`src/rtl/lfsr_period_checker_pkg.sv`:
```
// Shared state encoding and width constants for the LFSR period checker.
package lfsr_period_checker_pkg;

    typedef enum logic [1:0] {
        ST_IDLE = 2'd0,
        ST_RUN  = 2'd1,
        ST_DONE = 2'd2
    } state_e;

    localparam int WIDTH_DEF = 4;
    localparam int MAXLEN    = (1 << WIDTH_DEF) - 1;

    // Period of a maximal-length LFSR of the given word width.
    function automatic int maxlen_of(input int w);
        return (1 << w) - 1;
    endfunction

endpackage

```
`src/rtl/lfsr_period_checker_seen_bitmap.sv`:
```
// One flag per possible LFSR word; records which words were seen in the current run.
module lfsr_period_checker_seen_bitmap
    import lfsr_period_checker_pkg::*;
#(
    parameter int WIDTH = WIDTH_DEF
) (
    input  logic             clk,
    input  logic             rst,
    input  logic             clr_i,
    input  logic             set_i,
    input  logic [WIDTH-1:0] set_idx_i,
    input  logic [WIDTH-1:0] rd_idx_i,
    output logic             rd_o
);

    localparam int DEPTH = 1 << WIDTH;

    logic [DEPTH-1:0] bits_q;
    logic [DEPTH-1:0] bits_d;

    // Clear and set in the same cycle leaves exactly the new word flagged.
    always_comb begin
        bits_d = clr_i ? '0 : bits_q;
        if (set_i) begin
            bits_d[set_idx_i] = 1'b1;
        end
    end

    always_ff @(posedge clk or posedge rst) begin
        if (rst) begin
            bits_q <= '0;
        end else begin
            bits_q <= bits_d;
        end
    end

    assign rd_o = bits_q[rd_idx_i];

endmodule

```
`config.mk`:
```
export PLATFORM = sky130hd
export DESIGN_NAME = lfsr_period_checker_seen_bitmap
export DESIGN_NICKNAME = d
export VERILOG_FILES = /design/src/rtl/lfsr_period_checker_pkg.sv /design/src/rtl/lfsr_period_checker_seen_bitmap.sv
export SDC_FILE = /design/constraint.sdc
export NUM_CORES = 1
export LEC_CHECK = 0
export ABC_AREA = 1
export CAP_MARGIN = 0
export CORE_MARGIN = 2
export CORE_UTILIZATION = 45
export DETAILED_ROUTE_END_ITERATION = 6
export PLACE_DENSITY = 0.75
export SLEW_MARGIN = 30
export SYNTH_ARGS = -nofsm -noshare
export SYNTH_HDL_FRONTEND = slang
export SYNTH_SLANG_ARGS = --single-unit
```
`constraint.sdc`:
```
create_clock -name clk -period 0.85 [get_ports clk]
set_input_delay 0.085 -clock clk [delete_from_list [all_inputs] [get_ports clk]]
set_output_delay 0.085 -clock clk [all_outputs]
set_load 0.03 [all_outputs]
```
**Word level (Yosys, flattened, before mapping)**

Index checks and enable logic that the tools add are counted.

- Eq/ne operators: 0
- $mul: 0
- Mux-type cells: 6
- $add $sub $neg: 0
- Bitwise operators: 1
- Divide/modulo/power cells: 0
- Reduce and logical (&&, ||, !) cells: 1
- Magnitude comparators: 3
- Shift operators: 0

Operators with widths:

| cell | count |
|---|---|
| $mux W16 | 2 |
| $or A16 B16 Y16 | 1 |
| $lt A4 B5 Y1 const B | 2 |
| $bmux W1 S4 | 1 |
| $demux W1 S4 | 1 |
| $ge A4 B1 Y1 const B | 1 |
| $mux W1 | 2 |
| $logic_and A1 B1 Y1 | 1 |

- Memories kept: 0
- RAM bits: 0
- Output and inout bits: 1
- Logic and storage cells: 12
- Bits in registers: 16
- ROM bits: 0
- Bits of input ports: 12
- Bits in latches: 0

**Longest topological paths before layout**

Gate-level depths: netlist of run 1.

- Word-level depth: 6
- Gate-level depth with buffers: 7
- Depth with buffers taken out: 6

**Worst setup path before layout of run 1**

No wires, ideal clock.

- Path type: register to output
- Start: register bits_q[7]
- End: output rd_o
- Arrival: 0.830 ns
- Path buffers: 0
- Cell stages (with the launch flop): 7
- Path slack: -0.065 ns
- Required time: 0.765 ns
- Path through: dfrtp_1 > inv_1 > nand2_1 > nand3_2 > nand3_1 > nand3_1 > nand2_1

- Word-level cells in the longest chain between the ends: 2

Ends and longest elaborated chain:

| element | RTL line | source |
|---|---|---|
| start, declared | lfsr_period_checker_seen_bitmap.sv:18 | `logic [DEPTH-1:0] bits_q;` |
| start signal, assigned | lfsr_period_checker_seen_bitmap.sv:33 | `bits_q <= bits_d;` |
| $bmux W1 S4 | lfsr_period_checker_seen_bitmap.sv:37 | `assign rd_o = bits_q[rd_idx_i];` |
| $mux W1 (not written as such) | lfsr_period_checker_seen_bitmap.sv:37 |  |
| end, declared | lfsr_period_checker_seen_bitmap.sv:13 | `output logic rd_o` |

No other way between the ends. The select of a mux whose other input is x is not followed.

**Worst setup path in the final report of run 1**

- Start: register bits_q[5]
- End: output rd_o

Same word-level chain as after synthesis.

==> qor.txt, run 1 <==
RSZ-0062 raised after global routing = yes
Pint = 1.144 mW
largest net degree at the start of global routing = 17
Synth Flop Type = dfrtp_1
Mapped Area = 813.3 um2
Clock Tree Root = clkbuf_4
count leader, synth = inv_1
post-layout minimum cycle time = 1.348 ns
1st-iter DRT viols = 16
die area = 0.002163 mm2
Clock Skew = 0 ns
LEAKAGE = 0.6093 nW
P&R area growth vs syn = 55.08%
Critical-path top delay cell = dfrtp_1
violations in the final reports = setup timing
status = finished, violations left
Min-Delay Path Class = in2async
maxcap violations = 0
global-route wire length before repair = 3201 um
Yosys Warn Count = 0
switching part of the total power = 28.56%
layout cells sized above 1 = 46.21%
DRT Wirelength = 2142 um
DP HPWL = 1508 um
port buffer count = 12
clock buffer depth = 2
Final Hold Viols = 0
total number of vias = 828
vias per cell = 5.274
setup violators final = 1
pwr/cell area = 1270 mW/mm2
initial core utilization = 47.62%
Ports = 13
core area = 0.001708 mm2
share of power burned in the clock network = 25.3%
period utilization = 158.6%
CTS H-tree lvls = 1
Overflow after GRT = 0
R2R Path Start = bits_q[14]$_DFF_PP0_
Synth cell types = 12
Worst Setup SP = bits_q[5]$_DFF_PP0_
CP Capture Type = primary output
syn nets = 111
cts bufs inserted = 3
Total GRT Usage = 22.07%
Clock Pin Slew Worst Setup and Hold Paths = 0.09 ns
Slew @ Worst Pin = 0.2549 ns
std cell rows = 15
Buf+Inv Stages, Crit Path = 2
max_slew headroom = 82.98%
main area contributors after synthesis = dfrtp_1, inv_1, nand3_1, o22ai_1, nand2_1
register area share after synthesis = 49.23%
CTS Hold Bufs = 0
Slew Limit Fails = 0
DR DRC count = 0
CP required = 0.76 ns
maximum VDD drop = 0.001254 V
drt wl/cell = 13.64 um
# clock sinks = 16
Arrival @ worst endpoint = 1.26 ns
clock latency at the later pin of the worst-skew pair = 0.29 ns
die height = 46.51 um
remaining antenna violation count = 0
max incr delay on CP = 0.38 ns
CTS tree = done
Largest Register = bits_q
most used cell, CP = nand3_2
CP delay by family, top = flip-flops
P_sw = 0.4573 mW
final worst slack = -0.4978 ns
crit path cell chain = inv_1 > nand2_1 > nand3_1 > nand3_2 > nand3_2 > nand2_2 > buf_6
Post-synth EDFFs = 0
Max FO, Critical Path = 2
area leader, netlist = dfrtp_1
diodes inserted = 0
Final Net Count = 146
Achievable Freq = 0.7419 GHz
Syn Area/Cell = 8.215 um2
Startpoint Class = flip-flop
Min Hold Slack = 0.09395 ns
CP Class = reg2out
max FFs per register = 16
Post-synth top cells = inv_1, nand2_1, nand3_1, dfrtp_1, o22ai_1
Pre-antenna DRT Iters = 4
setup TNS = -0.4978 ns
Yosys top cell area share = 49.23%
initial antenna violation count = 0
Die W = 46.51 um
FFs w/ async S/R, synth = 100.0%
FF+latch count, synth = 16
Synth Instances = 99
Sequential Power Share = 49.9%
GPL Wtd Cong = 0.9058
Comb pwr share = 24.8%
biggest regs = bits_q (16)
number of global-route vias before repair = 751
routing by layer:
metal	up-vias	routed length, um	share of wire [%]	GRT usage [%]
li1	398	-	-	-
met1	375	776	36	25.73
met2	44	1126	53	37.50
met3	11	139	6.5	3.137
met4	0	100	4.7	13.71
met5	-	0	0	0
power groups by stage:
stage	Sequential (mW)	Combinational (mW)	Clock (mW)
detailed placement	0.811	0.341	0
CTS	0.797	0.351	0.416
global placement	0.809	0.332	0
finish	0.799	0.397	0.405
global route	0.801	0.428	0.446
floorplan	0.808	0.162	0
through the flow:
step	setup slack [ns]	total power [mW]	cell area [um2]	util [%]	std cells
final	-0.4978	1.601	1261	73.85	157
after global placement	-0.4896	1.141	1131	66.23	153
after detailed placement	-0.5711	1.151	1131	66.23	153
after floorplan	-0.01686	0.9699	815.8	-	99
after CTS	-0.4957	1.564	1169	68.42	156
after global routing	-0.5481	1.675	1261	73.85	157
tightest hold or removal path, stage by stage:
cell	delay [ns]
clkdlybuf4s50_1	0.40
inv_1	0.09
buf_12	0.16
cell families (layout without fill, tap and decap cells):
kind of cell	after synthesis	in the layout	synth area share, %
AND/OR/NAND/NOR	39	39	22.46
flip-flops	16	16	49.23
AO/OA/AOI/OAI	16	16	13.54
buffers and inverters	28	61	14.77
path summary, 6_finish.rpt:
path / cells past startpoint / slack [ns] / endpoint
min reg2reg: 2 / 0.54 / bits_q[10]$_DFF_PP0_
min: 3 / 0.09 / bits_q[9]$_DFF_PP0_
max in group asynchronous: 3 / 0.64 / bits_q[14]$_DFF_PP0_
max: 7 / -0.50 / rd_o
max reg2reg: 4 / 0.04 / bits_q[14]$_DFF_PP0_
min in group clk: 2 / 0.18 / bits_q[14]$_DFF_PP0_
placed cells by master (no fill, tap or decap):
cell type / synthesis / final
dfrtp_1: 16 / 16
clkdlybuf4s50_1: 0 / 9
o22ai_1: 12 / 12
dlymetal6s2s_1: 0 / 1
o32ai_2: 0 / 4
nand2_2: 1 / 4
inv_2: 1 / 13
inv_1: 23 / 11
buf_4: 0 / 18
clkbuf_4: 0 / 3
nand3_1: 17 / 5
inv_6: 1 / 1
dlygate4sd2_1: 0 / 1
buf_6: 1 / 1
buf_12: 0 / 3
nand3_2: 2 / 14
nand2_1: 19 / 16
final cells by class:
type,count,area [um2]
Inverter,25,98.84
Timing Repair Buffer,33,317.8
Clock buffer,3,22.52
Sequential cell,16,400.4
Multi-Input combinational cell,55,390.4
Tap cell,25,31.28
Fill cell,121,446.7
what timing repair did:
action,4_1_cts,5_1_grt
hold endpoints to repair,0,0
pin swaps,5,9
endpoints found under the setup margin,2,4
buffers inserted,0,1
gates resized for setup,7,26
Power figures use the tool's default switching activity.
==> inputs of run 2 (changes only) <==
- CORE_MARGIN: 2 -> 3
==> qor.txt, run 2 (synthesis results as in run 1) <==
commonest non-fill, non-tap cells in the layout = buf_4, inv_2, dfrtp_1, nand3_2, nand2_1
Layout Cells excl Fill = 162
P_sw = 0.4686 mW
# clock sinks = 16
Final Net Count = 151
Max FO, Critical Path = 2
layout cells sized above 1 = 56.93%
DR DRC count = 0
Arrival @ worst endpoint = 1.22 ns
switching part of the total power = 28.78%
Clock Pin Slew Worst Setup and Hold Paths = 0.09 ns
drt wl/cell = 15.99 um
max_slew headroom = 81.79%
DRT Wirelength = 2591 um
Die W = 48.51 um
final worst slack = -0.4582 ns
1st-iter DRT viols = 18
CP delay by family, top = flip-flops
most used cell, CP = nand3_2
maximum VDD drop = 0.001160 V
violations in the final reports = setup timing
total number of vias = 872
FF-to-FF path depth = 4
Largest Register = bits_q
Total Power = 1.628 mW
DP HPWL = 1553 um
CP Capture Type = primary output
Slew @ Worst Pin = 0.2728 ns
clock buffer depth = 2
Achievable Freq = 0.7644 GHz
RSZ-0062 raised after global routing = yes
CP Class = reg2out
Comb pwr share = 27.1%
die area = 0.002353 mm2
vias per cell = 5.383
cts bufs inserted = 3
largest net degree at the start of global routing = 17
status = finished, violations left
port buffer count = 12
Buf+Inv Stages, Crit Path = 2
number of global-route vias before repair = 785
pwr/cell area = 1205 mW/mm2
r2r endpoint = bits_q[0]$_DFF_PP0_
LEAKAGE = 0.6661 nW
std cell rows = 14
Clock Tree Root = clkbuf_4
maxcap violations = 0
Ports = 13
max incr delay on CP = 0.39 ns
R2R Path Start = bits_q[0]$_DFF_PP0_
die height = 48.51 um
Critical-path top delay cell = dfrtp_1
CP required = 0.76 ns
share of power burned in the clock network = 23.8%
clock latency at the later pin of the worst-skew pair = 0.28 ns
Final Hold Viols = 0
Slew Limit Fails = 0
biggest regs = bits_q (16)
max FFs per register = 16
P&R area growth vs syn = 66.15%
CTS tree = done
CTS H-tree lvls = 1
commonest non-fill, non-tap cell in the layout = buf_4
Total GRT Usage = 19.74%
global-route wire length before repair = 3588 um
crit path cell chain = inv_2 > nand2_1 > nand3_2 > nand3_2 > nand3_2 > nand2_2 > buf_6
period utilization = 153.9%
Sequential Power Share = 49.1%
initial core utilization = 51.02%
Pint = 1.159 mW
Min-Delay Path Class = in2async
dpl cells = 155
remaining antenna violation count = 0
dpl ws = -0.4891 ns
flop-to-flop setup slack = 0.02 ns
Overflow after GRT = 0
Final Util = 84.77%
Pre-antenna DRT Iters = 4
Startpoint Class = flip-flop
initial antenna violation count = 1
post-layout minimum cycle time = 1.308 ns
GPL Wtd Cong = 0.8206
setup violators final = 2
Clock Skew = 0 ns
core area = 0.001594 mm2
==> run 2: how the worst max path moves through the flow <==
stage,start,to,slack (ns),depth (start not counted)
6_report,bits_q[10]$_DFF_PP0_,rd_o,-0.46,7
5_1_grt,bits_q[1]$_DFF_PP0_,rd_o,-0.53,7
4_1_cts,bits_q[10]$_DFF_PP0_,rd_o,-0.44,7
3_5_place_dp,rd_idx_i[0],rd_o,-0.49,9
3_3_place_gp,rd_idx_i[0],rd_o,-0.45,8
2_1_floorplan,bits_q[13]$_DFF_PP0_,rd_o,-0.02,6
==> run 2: layer usage <==
metal	part of all wire [%]	track usage, %	up-vias
li1	-	-	402
met1	39	23.17	416
met2	51	34.40	46
met3	6.4	5.215	8
met4	3.2	7.583	0
met5	0	0	-
==> run 2: layout make-up <==
type,count,area [um2]
fillers,81,242.7
diodes,1,2.502
clock buffers,3,22.52
well taps,24,30.03
multi-input cells,55,435.4
flip-flops and latches,16,400.4
inverters,25,98.84
repair buffers,38,361.6
==> run 2: stage by stage <==
| step | cell area [um2] | TNS [ns] | hold WS [ns] |
|---|---|---|---|
| floorplan | 815.8 | -0.01686 | -0.001261 |
| global placement | 1140 | -3.899 | 0.4101 |
| detailed placement | 1140 | -4.442 | 0.4108 |
| CTS | 1202 | -0.4442 | 0.1095 |
| global route | 1351 | -0.7042 | 0.1142 |
| finish | 1351 | -0.4647 | 0.1039 |
==> run 2: power groups by stage <==
stage,logic [mW],clock network [mW],registers [mW]
after floorplan,0.162,0,0.808
after CTS,0.365,0.395,0.798
after global placement,0.335,0,0.809
final,0.441,0.387,0.800
after global routing,0.474,0.418,0.802
after detailed placement,0.345,0,0.811
==> run 2: worst reg2reg max path: stages (launching register included) <==
cell and delay (ns):
dfrtp_1 0.34, inv_2 0.04, buf_4 0.12, buf_4 0.12
o22ai_1 0.13
==> run 2: repair_timing <==
item                       in CTS  in global routing
buffers inserted                3                  3
setup endpoints to repair       2                 11
gates resized for setup        11                 41
gates cloned                    0                  0
pin swaps                       6                  8
hold buffers                    0                  0
==> inputs of run 3 (changes only) <==
- CTS_CLUSTER_SIZE: not set -> 12
==> results of run 3 <==
The final DEF is identical to that of run 2; final timing and power are the same.
